$ cat src/rtl/mem_arb_pkg.sv
// rtl/mem_arb_pkg.sv - shared types for the memory port arbiter
package mem_arb_pkg;

   localparam int ADDR_W = 32;
   localparam int DATA_W = 32;
   localparam int STRB_W = DATA_W / 8;

   typedef enum logic [1:0] {
      IDLE = 2'd0,
      REQ  = 2'd1,
      WAIT = 2'd2
   } state_t;

   typedef enum logic {
      OWNER_IF  = 1'b0,
      OWNER_LSU = 1'b1
   } owner_t;

   typedef struct packed {
      logic [ADDR_W-1:0] addr;
      logic              wen;
      logic [DATA_W-1:0] wdata;
      logic [STRB_W-1:0] wstrb;
   } mem_req_t;

endpackage

$ cat src/rtl/mem_arb_grant.sv
// rtl/mem_arb_grant.sv - LSU-priority grant selection with fetch starvation guard
module mem_arb_grant #(
   parameter int STARVE_LIMIT = 4
) (
   input  logic clk,
   input  logic rst,
   input  logic if_valid,
   input  logic lsu_valid,
   input  logic grant_en,
   output logic grant_if,
   output logic grant_lsu
);

   localparam int CW = $clog2(STARVE_LIMIT + 1);
   localparam logic [CW-1:0] LIMIT = CW'(STARVE_LIMIT);

   logic [CW-1:0] starve_cnt;
   logic          force_if;

   always_comb begin
      force_if  = if_valid && (starve_cnt == LIMIT);
      grant_lsu = grant_en && lsu_valid && !force_if;
      grant_if  = grant_en && if_valid && !grant_lsu;
   end

   // Counts only LSU wins that actually kept a waiting fetch out.
   always_ff @(posedge clk) begin
      if (rst) begin
         starve_cnt <= '0;
      end else if (grant_lsu && if_valid) begin
         if (starve_cnt != LIMIT) starve_cnt <= starve_cnt + 1'b1;
      end else if (grant_if || grant_lsu) begin
         starve_cnt <= '0;
      end
   end

endmodule

$ cat src/rtl/mem_port_arbiter.sv
// rtl/mem_port_arbiter.sv - single-outstanding memory port shared by fetch and LSU
module mem_port_arbiter
   import mem_arb_pkg::*;
#(
   parameter int ADDR_WIDTH   = 32,
   parameter int DATA_WIDTH   = 32,
   parameter int STARVE_LIMIT = 4
) (
   input  logic                    clk,
   input  logic                    rst,
   input  logic                    if_req_valid,
   output logic                    if_req_ready,
   input  logic [ADDR_WIDTH-1:0]   if_req_addr,
   input  logic                    if_flush,
   output logic                    if_resp_valid,
   output logic [DATA_WIDTH-1:0]   if_resp_data,
   input  logic                    lsu_req_valid,
   output logic                    lsu_req_ready,
   input  logic [ADDR_WIDTH-1:0]   lsu_req_addr,
   input  logic                    lsu_req_wen,
   input  logic [DATA_WIDTH-1:0]   lsu_req_wdata,
   input  logic [DATA_WIDTH/8-1:0] lsu_req_wstrb,
   output logic                    lsu_resp_valid,
   output logic [DATA_WIDTH-1:0]   lsu_resp_rdata,
   output logic                    mem_req_valid,
   input  logic                    mem_req_ready,
   output logic [ADDR_WIDTH-1:0]   mem_req_addr,
   output logic                    mem_req_wen,
   output logic [DATA_WIDTH-1:0]   mem_req_wdata,
   output logic [DATA_WIDTH/8-1:0] mem_req_wstrb,
   input  logic                    mem_resp_valid,
   input  logic [DATA_WIDTH-1:0]   mem_resp_rdata,
   output logic                    protocol_err
);

   state_t state, state_nx;
   owner_t owner;
   logic   drop;
   logic   grant_en, grant_if, grant_lsu, resp_hit;

   mem_arb_grant #(.STARVE_LIMIT(STARVE_LIMIT)) u_grant (
      .clk       (clk),
      .rst       (rst),
      .if_valid  (if_req_valid),
      .lsu_valid (lsu_req_valid),
      .grant_en  (grant_en),
      .grant_if  (grant_if),
      .grant_lsu (grant_lsu)
   );

   // Reset abandons the transaction at once, so it also masks grants and responses.
   assign grant_en      = (state == IDLE) && !rst;
   assign resp_hit      = (state == WAIT) && mem_resp_valid && !rst;
   assign if_req_ready  = grant_if;
   assign lsu_req_ready = grant_lsu;

   always_ff @(posedge clk) begin
      if (rst) state <= IDLE;
      else     state <= state_nx;
   end

   always_comb begin
      state_nx = state;
      case (state)
         IDLE:    if (grant_if || grant_lsu) state_nx = REQ;
         REQ:     if (mem_req_ready) state_nx = WAIT;
         WAIT:    if (mem_resp_valid) state_nx = IDLE;
         default: state_nx = IDLE;
      endcase
   end

   always_comb begin
      mem_req_valid  = (state == REQ);
      if_resp_valid  = resp_hit && (owner == OWNER_IF) && !drop && !if_flush;
      lsu_resp_valid = resp_hit && (owner == OWNER_LSU);
      if_resp_data   = if_resp_valid  ? mem_resp_rdata : '0;
      lsu_resp_rdata = lsu_resp_valid ? mem_resp_rdata : '0;
   end

   always_ff @(posedge clk) begin
      if (rst) begin
         owner         <= OWNER_IF;
         mem_req_addr  <= '0;
         mem_req_wen   <= 1'b0;
         mem_req_wdata <= '0;
         mem_req_wstrb <= '0;
         drop          <= 1'b0;
         protocol_err  <= 1'b0;
      end else begin
         if (grant_lsu) begin
            owner         <= OWNER_LSU;
            mem_req_addr  <= lsu_req_addr;
            mem_req_wen   <= lsu_req_wen;
            mem_req_wdata <= lsu_req_wdata;
            mem_req_wstrb <= lsu_req_wstrb;
         end else if (grant_if) begin
            owner         <= OWNER_IF;
            mem_req_addr  <= if_req_addr;
            mem_req_wen   <= 1'b0;
            mem_req_wdata <= '0;
            mem_req_wstrb <= '0;
         end
         if (state == WAIT && mem_resp_valid)
            drop <= 1'b0;
         else if ((state == REQ || state == WAIT) && owner == OWNER_IF && if_flush)
            drop <= 1'b1;
         if (mem_resp_valid && state != WAIT)
            protocol_err <= 1'b1;
      end
   end

endmodule

$ cat config.mk
export PLATFORM = sky130hd
export DESIGN_NAME = mem_port_arbiter
export DESIGN_NICKNAME = d
export VERILOG_FILES = /design/src/rtl/mem_arb_pkg.sv /design/src/rtl/mem_arb_grant.sv /design/src/rtl/mem_port_arbiter.sv
export SDC_FILE = /design/constraint.sdc
export NUM_CORES = 1
export LEC_CHECK = 0
export ABC_AREA = 1
export ABC_CLOCK_PERIOD_IN_PS = 1950
export CAP_MARGIN = 10
export CORE_MARGIN = 1
export CORE_UTILIZATION = 30
export DETAILED_ROUTE_END_ITERATION = 8
export PLACE_DENSITY_LB_ADDON = 0.2
export SYNTH_ARGS = -nofsm -noshare
export SYNTH_HDL_FRONTEND = slang
export SYNTH_HIERARCHICAL = 1
export SYNTH_SLANG_ARGS = --single-unit
$ cat constraint.sdc
create_clock -name clk -period 1.95 [get_ports clk]
set_input_delay 0.195 -clock clk [delete_from_list [all_inputs] [get_ports clk]]
set_output_delay 0.195 -clock clk [all_outputs]
set_load 0.01 [all_outputs]
==> impl_metrics.py <==
metrics = {
    "floorplanning": {
        "core.rowCount": 40,
        "start_util": 0.309,
        "io_pins": 279,
        "die_height_um": 114,
        "core_um2": 12100,
        "dieArea_um2": 12900,
        "die_w_um": 114,
    },
    "finish": {
        "area_delta_synth_final_pct": 92.9,
        "nFillCells": 1110,
        "num_antenna_cells": 0,
        "fin_area_um2": 7190,
        "nNetsFinal": 1024,
        "drive_gt1_frac": 0.179,
        "final_cells": 1050,
    },
    "logic_synthesis": {
        "synth_cell_types": 22,
        "yosys.area_share.simple": 0.367,
        "synth_top_family_by_area": "simple AND/OR/NAND/NOR gates",
        "async_flop_share": 0,
        "ys_seq_elements": 77,
        "yosys_most_used_dff": "dfxtp_1",
        "synth_top_cells_by_count": "nand2_1, inv_1, dfxtp_1, nor2_1, a21oi_1",
        "synthXorXnorAreaFrac": 0,
        "synth.most_common_cell": "nand2_1",
        "ys_seq_area_frac": 0.413,
        "synth_fa_ha_area_frac": 0.0235,
        "syn-num-nets": 731,
        "synth_compound_area_frac": 0.0584,
        "syn_area_um2": 3730,
        "syn_avg_cell_area_um2": 6.39,
        "yosys-top-cells-area": "dfxtp_1, nand2_1, inv_1, nor2_1, a21oi_1",
        "ys_warn_count": 6,
        "post-synth-top-area-fraction": 0.413,
        "yosysTopAreaCell": "dfxtp_1",
        "synth-edff-count": 0,
        "synthMuxAreaShare": 0,
        "syn_inst": 584,
    },
    "clock_network": {
        "cts_tree": "yes",
        "htree_num_levels": 3,
        "holdBufCountCts": 0,
        "cts_buffer_depth": 2,
        "insertion_delay_ns": 0.33,
        "cts_buffers": 9,
        "path_clk_slew_ns": 0.06,
        "clkSinkCount": 77,
        "cts_root_buf": "clkbuf_16",
    },
    "grt": {
        "antenna_found_initial": 0,
        "grt_overflow_total": 0,
        "grt_max_degree": 53,
        "grt_usage": 0.209,
        "grt_pass1_vias": 4221,
        "grt_first_pass_wirelength_um": 21100,
    },
    "flow_run": {
        "max-cap-violations": 0,
    },
    "sta": {
        "finClkSkew_ns": 0.00660,
        "finalWorstPathRequiredPeriod_ns": 1.91,
        "max_slew.worst_pin.slew_ns": 0.419,
        "fmax_mhz": 522,
        "rsz0062_at_grt": "true",
        "finalCritPeriodShare": 0.982,
        "maxSlewHeadroom": 0.721,
        "hold_viol_final": 0,
        "setup_viol": 0,
        "slew_viol_final": 0,
    },
    "drt": {
        "wl_per_cell_um": 13.9,
        "ant_nets": 0,
        "drtPass1Iterations": 4,
        "routed_wirelength_um": 14500,
        "vias_per_cell": 4.29,
        "drt_iter0_drc": 251,
        "drc": 0,
        "dr_total_vias": 4501,
    },
    "critical_path": {
        "slowest_delay_ns": 0.34,
        "path_common_cell": "inv_4",
        "cp_max_fo": 8,
        "cp.required_ns": 1.75,
        "arrival_ns": 1.72,
        "startpoint_type": "flop",
        "crit_path_end_kind": "output port",
        "crit_type": "flop to output port",
        "critPathSlowestCell": "dfxtp_2",
        "path_cells": "inv_4 -> ha_4 -> nand2_4 -> inv_4 -> nand4_4 -> clkbuf_16 -> buf_4 -> nor2_1 -> buf_2",
    },
    "power_and_ir_drop": {
        "worst_ir_drop_vdd_v": 0.000465,
        "leakage_nw": 3.49,
        "powerDensity_nw_per_um2": 830,
    },
    "placement": {
        "hpwl_um": 10500,
        "place_inst": 1019,
        "place_area_um2": 6790,
        "gp_congestion": 0.842,
        "io_buffers": 278,
    },
    "status": {
        "outcome": "finished, final reports clean",
    },
    "min_path": {
        "hold_class": "input port to flop",
    },
}
[state kept, by name, indices dropped and copies added, names as in the netlist]
name                cells
mem_req_addr           32
mem_req_wdata          32
mem_req_wstrb           4
u_grant/starve_cnt      3
state                   2
drop                    1
mem_req_wen             1
owner                   1
protocol_err            1
[timing repair]
item,in CTS,in global routing
hold endpoints to repair,0,0
setup buffers,1,6
setup endpoints to repair,70,133
gates resized for setup,211,85
cloned,3,5
pin swaps,1,5
[layer usage]
| metal | up-vias | part of all wire | GRT usage |
|---|---|---|---|
| met5 | - | 0 | 0 |
| met4 | 0 | 0.010 | 0.0588 |
| met3 | 10 | 0.080 | 0.0696 |
| met2 | 170 | 0.50 | 0.377 |
| met1 | 1996 | 0.41 | 0.233 |
| li1 | 2325 | - | - |
[through the flow]
stage,TNS (ns),util,setup WS [ns],power (mW),hold WS (ns)
3_5_place_dp,-7.99,0.563,-0.158,3.99,0.451
5_1_grt,-1.35,0.596,-0.0784,6.31,0.424
2_1_floorplan,0,-,0.0255,2.90,0.264
3_3_place_gp,-3.53,0.563,-0.152,3.95,0.446
6_report,0,0.596,0.0354,5.97,0.422
4_1_cts,-0.143,0.589,-0.0808,5.85,0.407
[cells in the final DEF, fill, tap and decap left out, drive strengths merged, types with 2 or more instances in the layout]
| master | Yosys | final |
|---|---|---|
| nand2 | 219 | 219 |
| clkdlybuf4s50 | 0 | 210 |
| inv | 85 | 87 |
| nor2 | 81 | 81 |
| dfxtp | 77 | 77 |
| buf | 22 | 73 |
| a21oi | 41 | 41 |
| clkbuf | 10 | 36 |
| nand3 | 34 | 34 |
| ha | 7 | 7 |
| nand4 | 4 | 4 |
| clkdlybuf4s15 | 0 | 3 |
| bufinv | 0 | 2 |
| clkinv | 1 | 2 |
| dlygate4sd2 | 0 | 2 |
[report_power, final]
part	switching, mW	internal, mW
Combinational	1.04	1.18
Clock	0.667	1.13
Sequential	0.133	1.81
Total	1.84	4.12
[path summary, 6_finish.rpt]
path | from | endpoint | slack (ns) | depth (start not counted)
setup / recovery | state[0] | if_resp_data[30] | 0.04 | 9
hold / removal | lsu_req_wstrb[1] | mem_req_wstrb[1] | 0.42 | 3
setup reg to reg | state[0] | mem_req_addr[9] | 0.07 | 18
hold reg to reg | mem_req_wdata[26] | mem_req_wdata[26] | 0.46 | 2
[final cells by class]
class	instances	area, um2	area share
clock buffers	10	229	0.0318
repair buffers	314	2980	0.414
well taps	168	210	0.0292
clock inverters	6	96.3	0.0134
multi-input cells	389	1790	0.249
inverters	86	335	0.0466
flip-flops and latches	77	1550	0.215
[critical path, delay by kind of cell (launching register included)]
family	cells	cell delay (ns)
fa+ha+maj	1	0.15
buf+inv	5	0.64
flops	1	0.34
simple gates	3	0.25
[kinds of logic after synthesis]
family / count (synthesis)
flops: 77
simple gates: 339
buf+inv: 118
fa+ha+maj: 7
compound gates: 43
No activity file was read; power rests on OpenSTA's default activity.
